$ cat config.mk
export PLATFORM = sky130hd
export DESIGN_NAME = lsu
export DESIGN_NICKNAME = d
export VERILOG_FILES = /design/src/rtl/lsu_pkg.sv /design/src/rtl/lsu_align.sv /design/src/rtl/lsu.sv
export SDC_FILE = /design/constraint.sdc
export NUM_CORES = 1
export LEC_CHECK = 0
export BUFFER_PORTS_ARGS = -buffer_cell sky130_fd_sc_hd__buf_4
export CAP_MARGIN = 25
export CORE_UTILIZATION = 40
export DETAILED_ROUTE_END_ITERATION = 10
export PLACE_DENSITY_LB_ADDON = 0.25
export SLEW_MARGIN = 20
export SYNTH_ARGS = -nofsm -noshare
export SYNTH_HDL_FRONTEND = slang
export SYNTH_HIERARCHICAL = 1
export SYNTH_SLANG_ARGS = --single-unit
$ cat constraint.sdc
create_clock -name clk -period 7.4 [get_ports clk]
set_input_delay 1.11 -clock clk [delete_from_list [all_inputs] [get_ports clk]]
set_output_delay 1.11 -clock clk [all_outputs]
set_load 0.01 [all_outputs]
$ cat src/rtl/lsu_pkg.sv
// Package for the load/store unit.
// Holds the RV32I load/store funct3 encodings, the LSU state enum, the memory
// command codes issued on rmem/wmem, and a helper giving the access size.
package lsu_pkg;

    localparam logic [2:0] F3_B  = 3'b000;
    localparam logic [2:0] F3_H  = 3'b001;
    localparam logic [2:0] F3_W  = 3'b010;
    localparam logic [2:0] F3_BU = 3'b100;
    localparam logic [2:0] F3_HU = 3'b101;

    localparam logic [4:0] RMEM_WORD = 5'b01111;
    localparam logic [3:0] WMEM_WORD = 4'b1111;

    typedef enum logic [2:0] {
        S_IDLE = 3'd0,
        S_RD0  = 3'd1,
        S_RD1  = 3'd2,
        S_WR0  = 3'd3,
        S_WR1  = 3'd4,
        S_RESP = 3'd5
    } lsu_state_t;

    // Access size in bytes, decoded from funct3[1:0] (B=1, H=2, W=4).
    function automatic logic [2:0] size_bytes(input logic [2:0] f3);
        case (f3[1:0])
            2'b00:   size_bytes = 3'd1;
            2'b01:   size_bytes = 3'd2;
            default: size_bytes = 3'd4;
        endcase
    endfunction

endpackage

$ cat src/rtl/lsu_align.sv
// Byte alignment datapath for the load/store unit (purely combinational).
// Works on the 64-bit window {buf1, buf0} of the word(s) touched by the access.
// Ports:
//   funct3  in  3   access type (size and signedness)
//   off     in  2   byte offset within the first word
//   wdata   in  32  store data, right-justified
//   buf0    in  32  first word read from memory
//   buf1    in  32  second word read from memory (0 when not spanning)
//   merged  out 64  read-modify-write result, {high word, low word}
//   rdata   out 32  extracted and extended load data
module lsu_align
    import lsu_pkg::*;
(
    input  logic [2:0]  funct3,
    input  logic [1:0]  off,
    input  logic [31:0] wdata,
    input  logic [31:0] buf0,
    input  logic [31:0] buf1,
    output logic [63:0] merged,
    output logic [31:0] rdata
);

    logic [3:0]  base_m;
    logic [7:0]  lane_m;
    logic [63:0] old_w;
    logic [63:0] data_w;
    logic [31:0] sh;

    always_comb begin
        case (funct3[1:0])
            2'b00:   base_m = 4'b0001;
            2'b01:   base_m = 4'b0011;
            default: base_m = 4'b1111;
        endcase
        old_w  = {buf1, buf0};
        lane_m = {4'b0000, base_m} << off;
        data_w = {32'h0, wdata} << {off, 3'b000};
        // Byte-granular merge: only the lanes covered by the access change.
        for (int i = 0; i < 8; i++) begin
            merged[8*i +: 8] = lane_m[i] ? data_w[8*i +: 8] : old_w[8*i +: 8];
        end
        sh = 32'(old_w >> {off, 3'b000});
        case (funct3)
            F3_B:    rdata = {{24{sh[7]}}, sh[7:0]};
            F3_H:    rdata = {{16{sh[15]}}, sh[15:0]};
            F3_W:    rdata = sh;
            F3_BU:   rdata = {24'h0, sh[7:0]};
            F3_HU:   rdata = {16'h0, sh[15:0]};
            default: rdata = 32'h0;
        endcase
    end

endmodule

$ cat src/rtl/lsu.sv
// Load/store unit: drives the data port of the unified memory for one
// load/store request at a time. Memory reads are combinational, writes land on
// the clock edge. Every store is a full-word read-modify-write.
// Build option: define LSU_MISALIGN_SPLIT_EN to split misaligned accesses over
// two words; otherwise misaligned accesses complete with resp_err and no
// memory traffic.
// Handshake: a request is taken on a rising edge where req_valid && req_ready;
// req_ready is high only while idle, and request inputs are ignored otherwise.
// resp_valid is a single-cycle pulse with no back-pressure.
// Ports:
//   clk, rst                 clock, asynchronous active-high reset
//   req_valid/req_ready      request handshake
//   req_we, req_funct3       store flag and RV32I funct3
//   req_addr, req_wdata      byte address, store data
//   resp_valid/rdata/err     completion pulse, load data, error flag
//   wmem, rmem, mem_addr     memory command and word index
//   store_data, load_data    memory write word / read word
module lsu
    import lsu_pkg::*;
#(
    parameter int ADDR_W = 12
) (
    input  logic        clk,
    input  logic        rst,
    input  logic        req_valid,
    output logic        req_ready,
    input  logic        req_we,
    input  logic [2:0]  req_funct3,
    input  logic [31:0] req_addr,
    input  logic [31:0] req_wdata,
    output logic        resp_valid,
    output logic [31:0] resp_rdata,
    output logic        resp_err,
    output logic [3:0]  wmem,
    output logic [4:0]  rmem,
    output logic [31:0] mem_addr,
    output logic [31:0] store_data,
    input  logic [31:0] load_data
);

    lsu_state_t state, state_n;

    logic [ADDR_W+1:0] addr_q;
    logic [2:0]        f3_q;
    logic              we_q;
    logic [31:0]       wd_q;
    logic              err_q;
    logic              span_q;
    logic [31:0]       buf0, buf1;

    logic              accept;
    logic              illegal;
    logic              bad_in;
    logic              span_in;
    logic [ADDR_W-1:0] w_lo, w_hi;
    logic [63:0]       merged;
    logic [31:0]       ld_rdata;

    // Address bits above the memory's word range play no part in the access.
    logic unused_hi_addr;
    assign unused_hi_addr = ^req_addr[31:ADDR_W+2];

    assign accept  = req_valid && (state == S_IDLE);
    assign illegal = (req_funct3 == 3'b011) || (req_funct3 == 3'b110) ||
                     (req_funct3 == 3'b111) || (req_we && req_funct3[2]);

`ifdef LSU_MISALIGN_SPLIT_EN
    // Misaligned accesses are legal; they need a second word when the bytes
    // run past the end of the first one.
    assign bad_in  = illegal;
    assign span_in = ({1'b0, req_addr[1:0]} + size_bytes(req_funct3)) > 3'd4;
`else
    logic misal;
    assign misal   = ((req_funct3[1:0] == 2'b01) && req_addr[0]) ||
                     ((req_funct3[1:0] == 2'b10) && (req_addr[1:0] != 2'b00));
    assign bad_in  = illegal || misal;
    assign span_in = 1'b0;
`endif

    assign w_lo = addr_q[ADDR_W+1:2];
    assign w_hi = w_lo + {{(ADDR_W-1){1'b0}}, 1'b1};  // wraps mod 2**ADDR_W

    lsu_align u_align (
        .funct3 (f3_q),
        .off    (addr_q[1:0]),
        .wdata  (wd_q),
        .buf0   (buf0),
        .buf1   (buf1),
        .merged (merged),
        .rdata  (ld_rdata)
    );

    always_ff @(posedge clk or posedge rst) begin
        if (rst) begin
            state  <= S_IDLE;
            addr_q <= '0;
            f3_q   <= 3'b000;
            we_q   <= 1'b0;
            wd_q   <= 32'h0;
            err_q  <= 1'b0;
            span_q <= 1'b0;
            buf0   <= 32'h0;
            buf1   <= 32'h0;
        end else begin
            state <= state_n;
            if (accept) begin
                addr_q <= req_addr[ADDR_W+1:0];
                f3_q   <= req_funct3;
                we_q   <= req_we;
                wd_q   <= req_wdata;
                err_q  <= bad_in;
                span_q <= span_in;
                buf0   <= 32'h0;
                buf1   <= 32'h0;
            end
            if (state == S_RD0) buf0 <= load_data;
            if (state == S_RD1) buf1 <= load_data;
        end
    end

    always_comb begin
        state_n    = state;
        req_ready  = 1'b0;
        resp_valid = 1'b0;
        resp_rdata = 32'h0;
        resp_err   = 1'b0;
        wmem       = 4'b0000;
        rmem       = 5'b00000;
        mem_addr   = 32'h0;
        store_data = 32'h0;
        case (state)
            S_IDLE: begin
                req_ready = 1'b1;
                if (req_valid) state_n = bad_in ? S_RESP : S_RD0;
            end
            S_RD0: begin
                rmem     = RMEM_WORD;
                mem_addr = {{(32-ADDR_W){1'b0}}, w_lo};
                if (span_q)    state_n = S_RD1;
                else if (we_q) state_n = S_WR0;
                else           state_n = S_RESP;
            end
            S_RD1: begin
                rmem     = RMEM_WORD;
                mem_addr = {{(32-ADDR_W){1'b0}}, w_hi};
                state_n  = we_q ? S_WR0 : S_RESP;
            end
            S_WR0: begin
                wmem       = WMEM_WORD;
                mem_addr   = {{(32-ADDR_W){1'b0}}, w_lo};
                store_data = merged[31:0];
                state_n    = span_q ? S_WR1 : S_RESP;
            end
            S_WR1: begin
                wmem       = WMEM_WORD;
                mem_addr   = {{(32-ADDR_W){1'b0}}, w_hi};
                store_data = merged[63:32];
                state_n    = S_RESP;
            end
            S_RESP: begin
                resp_valid = 1'b1;
                resp_err   = err_q;
                resp_rdata = (err_q || we_q) ? 32'h0 : ld_rdata;
                state_n    = S_IDLE;
            end
            default: state_n = S_IDLE;
        endcase
    end

endmodule
==> results of run 1 <==
## path summary, 6_finish.rpt
path	end	slack (ps)
setup / recovery	store_data[8]	3030
hold / removal	addr_q[13]	510
setup reg to reg	addr_q[2]	4910
hold reg to reg	addr_q[13]	510
max in group asynchronous	wd_q[20]	5290
min in group asynchronous	addr_q[2]	880
## metal layers
metal,vias up,routed length (um),GRT usage
met4,0,343,0.0634
met1,3346,10600,0.306
met5,-,0,0
met2,275,11900,0.371
li1,3212,-,-
met3,21,1890,0.0568
## per-stage QoR
step,hold slack [ps],setup WS [ps],util,instance area [um2],std cells
2_1_floorplan,479,3160,-,8580,869
3_3_place_gp,489,3540,0.465,9560,1210
3_5_place_dp,498,3540,0.465,9560,1210
4_1_cts,510,3060,0.492,10100,1242
5_1_grt,558,2910,0.492,10100,1242
6_report,511,3030,0.493,10100,1243
## layout by cell type, fill, tap and decap left out, types with 3 or more instances in the layout
| cell | Yosys | layout |
|---|---|---|
| and2_1 | 38 | 38 |
| dfrtp_1 | 118 | 116 |
| nand3_1 | 6 | 6 |
| a22o_1 | 40 | 40 |
| a31oi_1 | 19 | 19 |
| clkbuf_8 | 0 | 4 |
| clkinv_2 | 0 | 6 |
| mux2_2 | 102 | 102 |
| mux2i_1 | 18 | 18 |
| nor2b_1 | 12 | 12 |
| o21a_1 | 3 | 3 |
| mux2_4 | 8 | 8 |
| nor2_1 | 13 | 13 |
| buf_4 | 47 | 179 |
| a21oi_1 | 20 | 20 |
| mux4_2 | 36 | 36 |
| clkbuf_16 | 0 | 17 |
| nand2_1 | 166 | 165 |
| o21ai_0 | 72 | 72 |
| inv_1 | 10 | 9 |
| a41oi_1 | 3 | 3 |
| conb_1 | 1 | 21 |
| nand4_1 | 3 | 3 |
| a22oi_1 | 7 | 7 |
| mux4_1 | 4 | 4 |
## cells by family after synthesis
group,after synthesis,share of synthesized area
multiplexers,168,0.278
adder cells (fa/ha/maj),1,0.00147
XOR/XNOR,3,0.00309
AND/OR/NAND/NOR,262,0.144
AO/OA/AOI/OAI,177,0.136
other,1,0.000441
flip-flops,118,0.347
buffers and inverters,119,0.0901
## final cells by class
cell class | count | share of cell area
antenna | 1 | 0.000247
inverter | 11 | 0.00432
clock buffer | 23 | 0.0482
sequential | 118 | 0.292
timing repair buffer | 179 | 0.133
clock inverter | 9 | 0.00754
tap | 270 | 0.0334
multi-input combinational | 632 | 0.482
## where the power goes
part | switching [mW] | internal, mW
logic | 1.23 | 1.34
registers | 0.500 | 0.948
clock network | 0.298 | 0.494
total | 2.03 | 2.78
## critical path: stages (launching register included)
cell      delay, ps
dfrtp_2         670
buf_4           530
clkinv_1        440
o21a_1          420
mux2_4          370
a22o_1          230
buf_4           150
## state kept, by name, summed over array words and instances, names as in the netlist
register and cells:
addr_q 14, f3_q 3, err_q 1, buf1 32, state 3, wd_q 32
we_q 1, buf0 32
==> results_dict.tcl, run 1 <==
set metrics [dict create \
    netlist_instances 849 \
    fillers 1934 \
    gp_congestion 0.913 \
    grt_max_degree 68 \
    detail_route.wl_per_cell_um 19.9 \
    arrival_ps 3260 \
    power.total_mw 4.81 \
    fin_worst_skew_ps 11.5 \
    holdPathStages 1 \
    grt_pass1_wl_um 37700 \
    power_density_nw_per_um2 475 \
    die_w_um 148 \
    clk_pin_slew_ps 60 \
    crit_path_end_kind "output pin" \
    cts_resized 0 \
    drive_above_1_share 0.384 \
    viasPerCell 5.51 \
    min_from "addr_q[13]" \
    cap_violations 0 \
    synth_seq_cells 118 \
    core_um2 20600 \
    grt_overflow 0 \
    cp_max_fo 40 \
    cts-root-buf "clkbuf_16" \
    synth.avg_cell_area_um2 10.0 \
    synth_top_flop_cell "dfrtp_1" \
    synth.area.top_cells "dfrtp_1 (35%), mux2_2 (14%), mux4_2 (9.5%)" \
    clockBufferDepth 2 \
    dieArea_um2 21800 \
    cts.hold.buffers_added 0 \
    setup_viol 0 \
    multi_input_area_um2 4880 \
    h-tree-depth 4 \
    drt-total-wl_um 24700 \
    path_class "register to output pin" \
    drtAntennaViolNets 0 \
    initial_core_util 0.414 \
    start_kind "register" \
    numCtsBuffers 17 \
    peakVddDrop_v 0.000222 \
    syn_area_um2 8500 \
    maxSlewViolCount 0 \
    synth_largest_area_cell "dfrtp_1" \
    cp-startpoint "addr_q[1]" \
    fmax_ghz 0.229 \
    drc 0 \
    cts_tree "yes" \
    first_pass_iters 5 \
    cts_sinks 118 \
    relSlewSlack 0.329 \
    antenna_found_initial 2 \
    die_y_um 148 \
    synth_edf_count 0 \
    worstMarginPinSlew_ps 1010 \
    synth_cell_types 58 \
    ys_warn_count 6 \
    rsz0062_at_grt "false" \
    async_flop_share 1.00 \
    grt_pass1_vias 6472 \
    netlist.area_leader.share 0.347 \
    timing.final.crit_share 0.591 \
    required_ps 6290 \
    final_period_minus_worst_setup_slack_ps 4370 \
    drtIter0Drc 565 \
    r2r_cells 4 \
    rr_startpoint "state[0]" \
    ios 211 \
    register_area_um2 2960 \
    final-hold-violation-count 0 \
    min_path_type "register to register" \
    yosysMostFrequentCell "nand2_1" \
    status "complete, no violations" \
    clk_latency_ps 420 \
    p_leak_nw 4.55 \
    dpl.hpwl_um 18100 \
    post_cts_buffers 0 \
    syn2layout_area_growth_pct 19.1 \
    ys_top_cells_by_count "nand2_1 (166), dfrtp_1 (118), mux2_2 (102)" \
    layout.nets 1063 \
    portBuffers 171 \
    yosysSeqAreaShare 0.347 \
    tns_ps 0 \
    vias 6854 \
    rows 52 \
    grtUsageTotal 0.230 \
]
Power figures use the tool's default switching activity.
==> run 2, diff against run 1 <==
clock period = 3.8 ns   (was 7.4 ns; I/O delays follow)
==> run 2 against run 1 <==
Global-route usage increased by 0.12 points. First-iteration DRC count rose by 8.3%. Cell area grew 0.41%. Power is 96% higher. Clock power rose by 87%. Utilization grew 0.20 points.
==> results_dict.tcl, run 2 (synthesis gave the netlist of run 1 again) <==
set metrics [dict create \
    status "complete, no violations" \
    syn2layout_area_growth_pct 19.6 \
    first_pass_iters 6 \
    die_y_um 148 \
    fillers 1961 \
    numCtsBuffers 17 \
    maxSlewViolCount 0 \
    rsz0062_at_grt "false" \
    insertedDiodeCount 0 \
    dieArea_um2 21800 \
    final_period_minus_worst_setup_slack_ps 3410 \
    final_cell_mix "buf_4 (184), nand2_1 (165), dfrtp_1 (116)" \
    final-hold-violation-count 0 \
    tns_ps 0 \
    drtIter0Drc 612 \
    multi_input_area_um2 4880 \
    cts.hold.buffers_added 0 \
    r2r_cells 4 \
    required_ps 3230 \
    critPathSlowestCell "dfrtp_4" \
    rr_startpoint "state[0]" \
    cts_tree "yes" \
    reg2reg_slack_ps 1310 \
    core_um2 20600 \
    clockBufferDepth 2 \
    r2r_end "wd_q[8]" \
    place_ws_ps 818 \
    detail_route.wl_per_cell_um 20.1 \
    path_class "register to output pin" \
    initial_core_util 0.414 \
    cp_max_fo 50 \
    critPathBufInv 2 \
    power.total_mw 9.42 \
    grt_overflow 0 \
    fmax_ghz 0.293 \
    h-tree-depth 4 \
    grt_max_degree 93 \
    vias 6955 \
    ios 211 \
    drt-total-wl_um 25100 \
    slowest_delay_ps 930 \
    drtAntennaViolNets 0 \
    drc 0 \
    peakVddDrop_v 0.000395 \
    gp_congestion 0.930 \
    crit_path_end_kind "output pin" \
    post_cts_buffers 0 \
    grtUsageTotal 0.231 \
    setup_viol 0 \
    clk_latency_ps 420 \
    cts_resized 0 \
    min_path_type "primary input to asynchronous set/reset pin" \
    grt_pass1_vias 6568 \
    timing.final.crit_share 0.897 \
    cts-root-buf "clkbuf_16" \
    grt_pass1_wl_um 37900 \
    register_area_um2 2960 \
    antenna_found_initial 1 \
    clk_pin_slew_ps 50 \
    arrival_ps 2840 \
    relSlewSlack 0.307 \
    drive_above_1_share 0.385 \
    dpl.hpwl_um 18500 \
    viasPerCell 5.59 \
    die_w_um 148 \
    rows 52 \
    largestRegisters "buf0 (32), buf1 (32), wd_q (32)" \
    fin_worst_skew_ps 7.05 \
    layout.nets 1070 \
    portBuffers 171 \
    holdWs_ps 279 \
    cap_violations 0 \
    worstMarginPinSlew_ps 1040 \
    cts_sinks 118 \
    final_common_cell "buf_4" \
    p_leak_nw 4.57 \
    setup_ws_ps 391 \
    crit_family "flip-flops" \
    start_kind "register" \
    path_cells "buf_12, nor4_1, a32oi_2, a31oi_1, and2_1, buf_4" \
    power_density_nw_per_um2 926 \
]
-- run 2: final cells by class --
| cell class | instances | area share |
|---|---|---|
| inverter | 11 | 0.00431 |
| clock buffer | 23 | 0.0470 |
| timing repair buffer | 186 | 0.140 |
| multi-input combinational | 632 | 0.480 |
| clock inverter | 5 | 0.00517 |
| sequential | 118 | 0.291 |
| tap | 270 | 0.0332 |
-- run 2: through the flow --
stage,std cells,util,cell area (um2)
2_1_floorplan,869,-,8580
3_3_place_gp,1217,0.469,9640
3_5_place_dp,1217,0.469,9640
4_1_cts,1245,0.495,10200
5_1_grt,1245,0.495,10200
6_report,1245,0.495,10200
-- run 2: worst register-to-register path: stages (launching register included) --
cell     delay [ps]
dfrtp_1         620
nor3_4          110
nand2_4         280
buf_4           820
mux2_2          530
-- run 2: worst max path at each step --
stage	start	endpoint	slack, ps	depth (start not counted)
6_report	addr_q[0]	resp_rdata[31]	390	6
5_1_grt	addr_q[0]	resp_rdata[25]	140	6
4_1_cts	addr_q[0]	resp_rdata[22]	370	6
3_5_place_dp	addr_q[0]	resp_rdata[22]	820	6
3_3_place_gp	addr_q[0]	store_data[23]	860	6
2_1_floorplan	rst	addr_q[0]	100	1
-- run 2: power breakdown --
part	switching, mW	total (mW)	internal (mW)
combinational	2.48	5.13	2.66
clock	0.552	1.48	0.931
sequential	0.952	2.80	1.85
total	3.98	9.42	5.44
-- run 2: layer usage --
metal / routed length [um] / GRT usage / vias up / share of wire
li1: - / - / 3221 / -
met1: 10300 / 0.301 / 3386 / 0.41
met2: 12200 / 0.380 / 321 / 0.49
met3: 2250 / 0.0590 / 27 / 0.090
met4: 344 / 0.0608 / 0 / 0.014
met5: 0 / 0 / - / 0
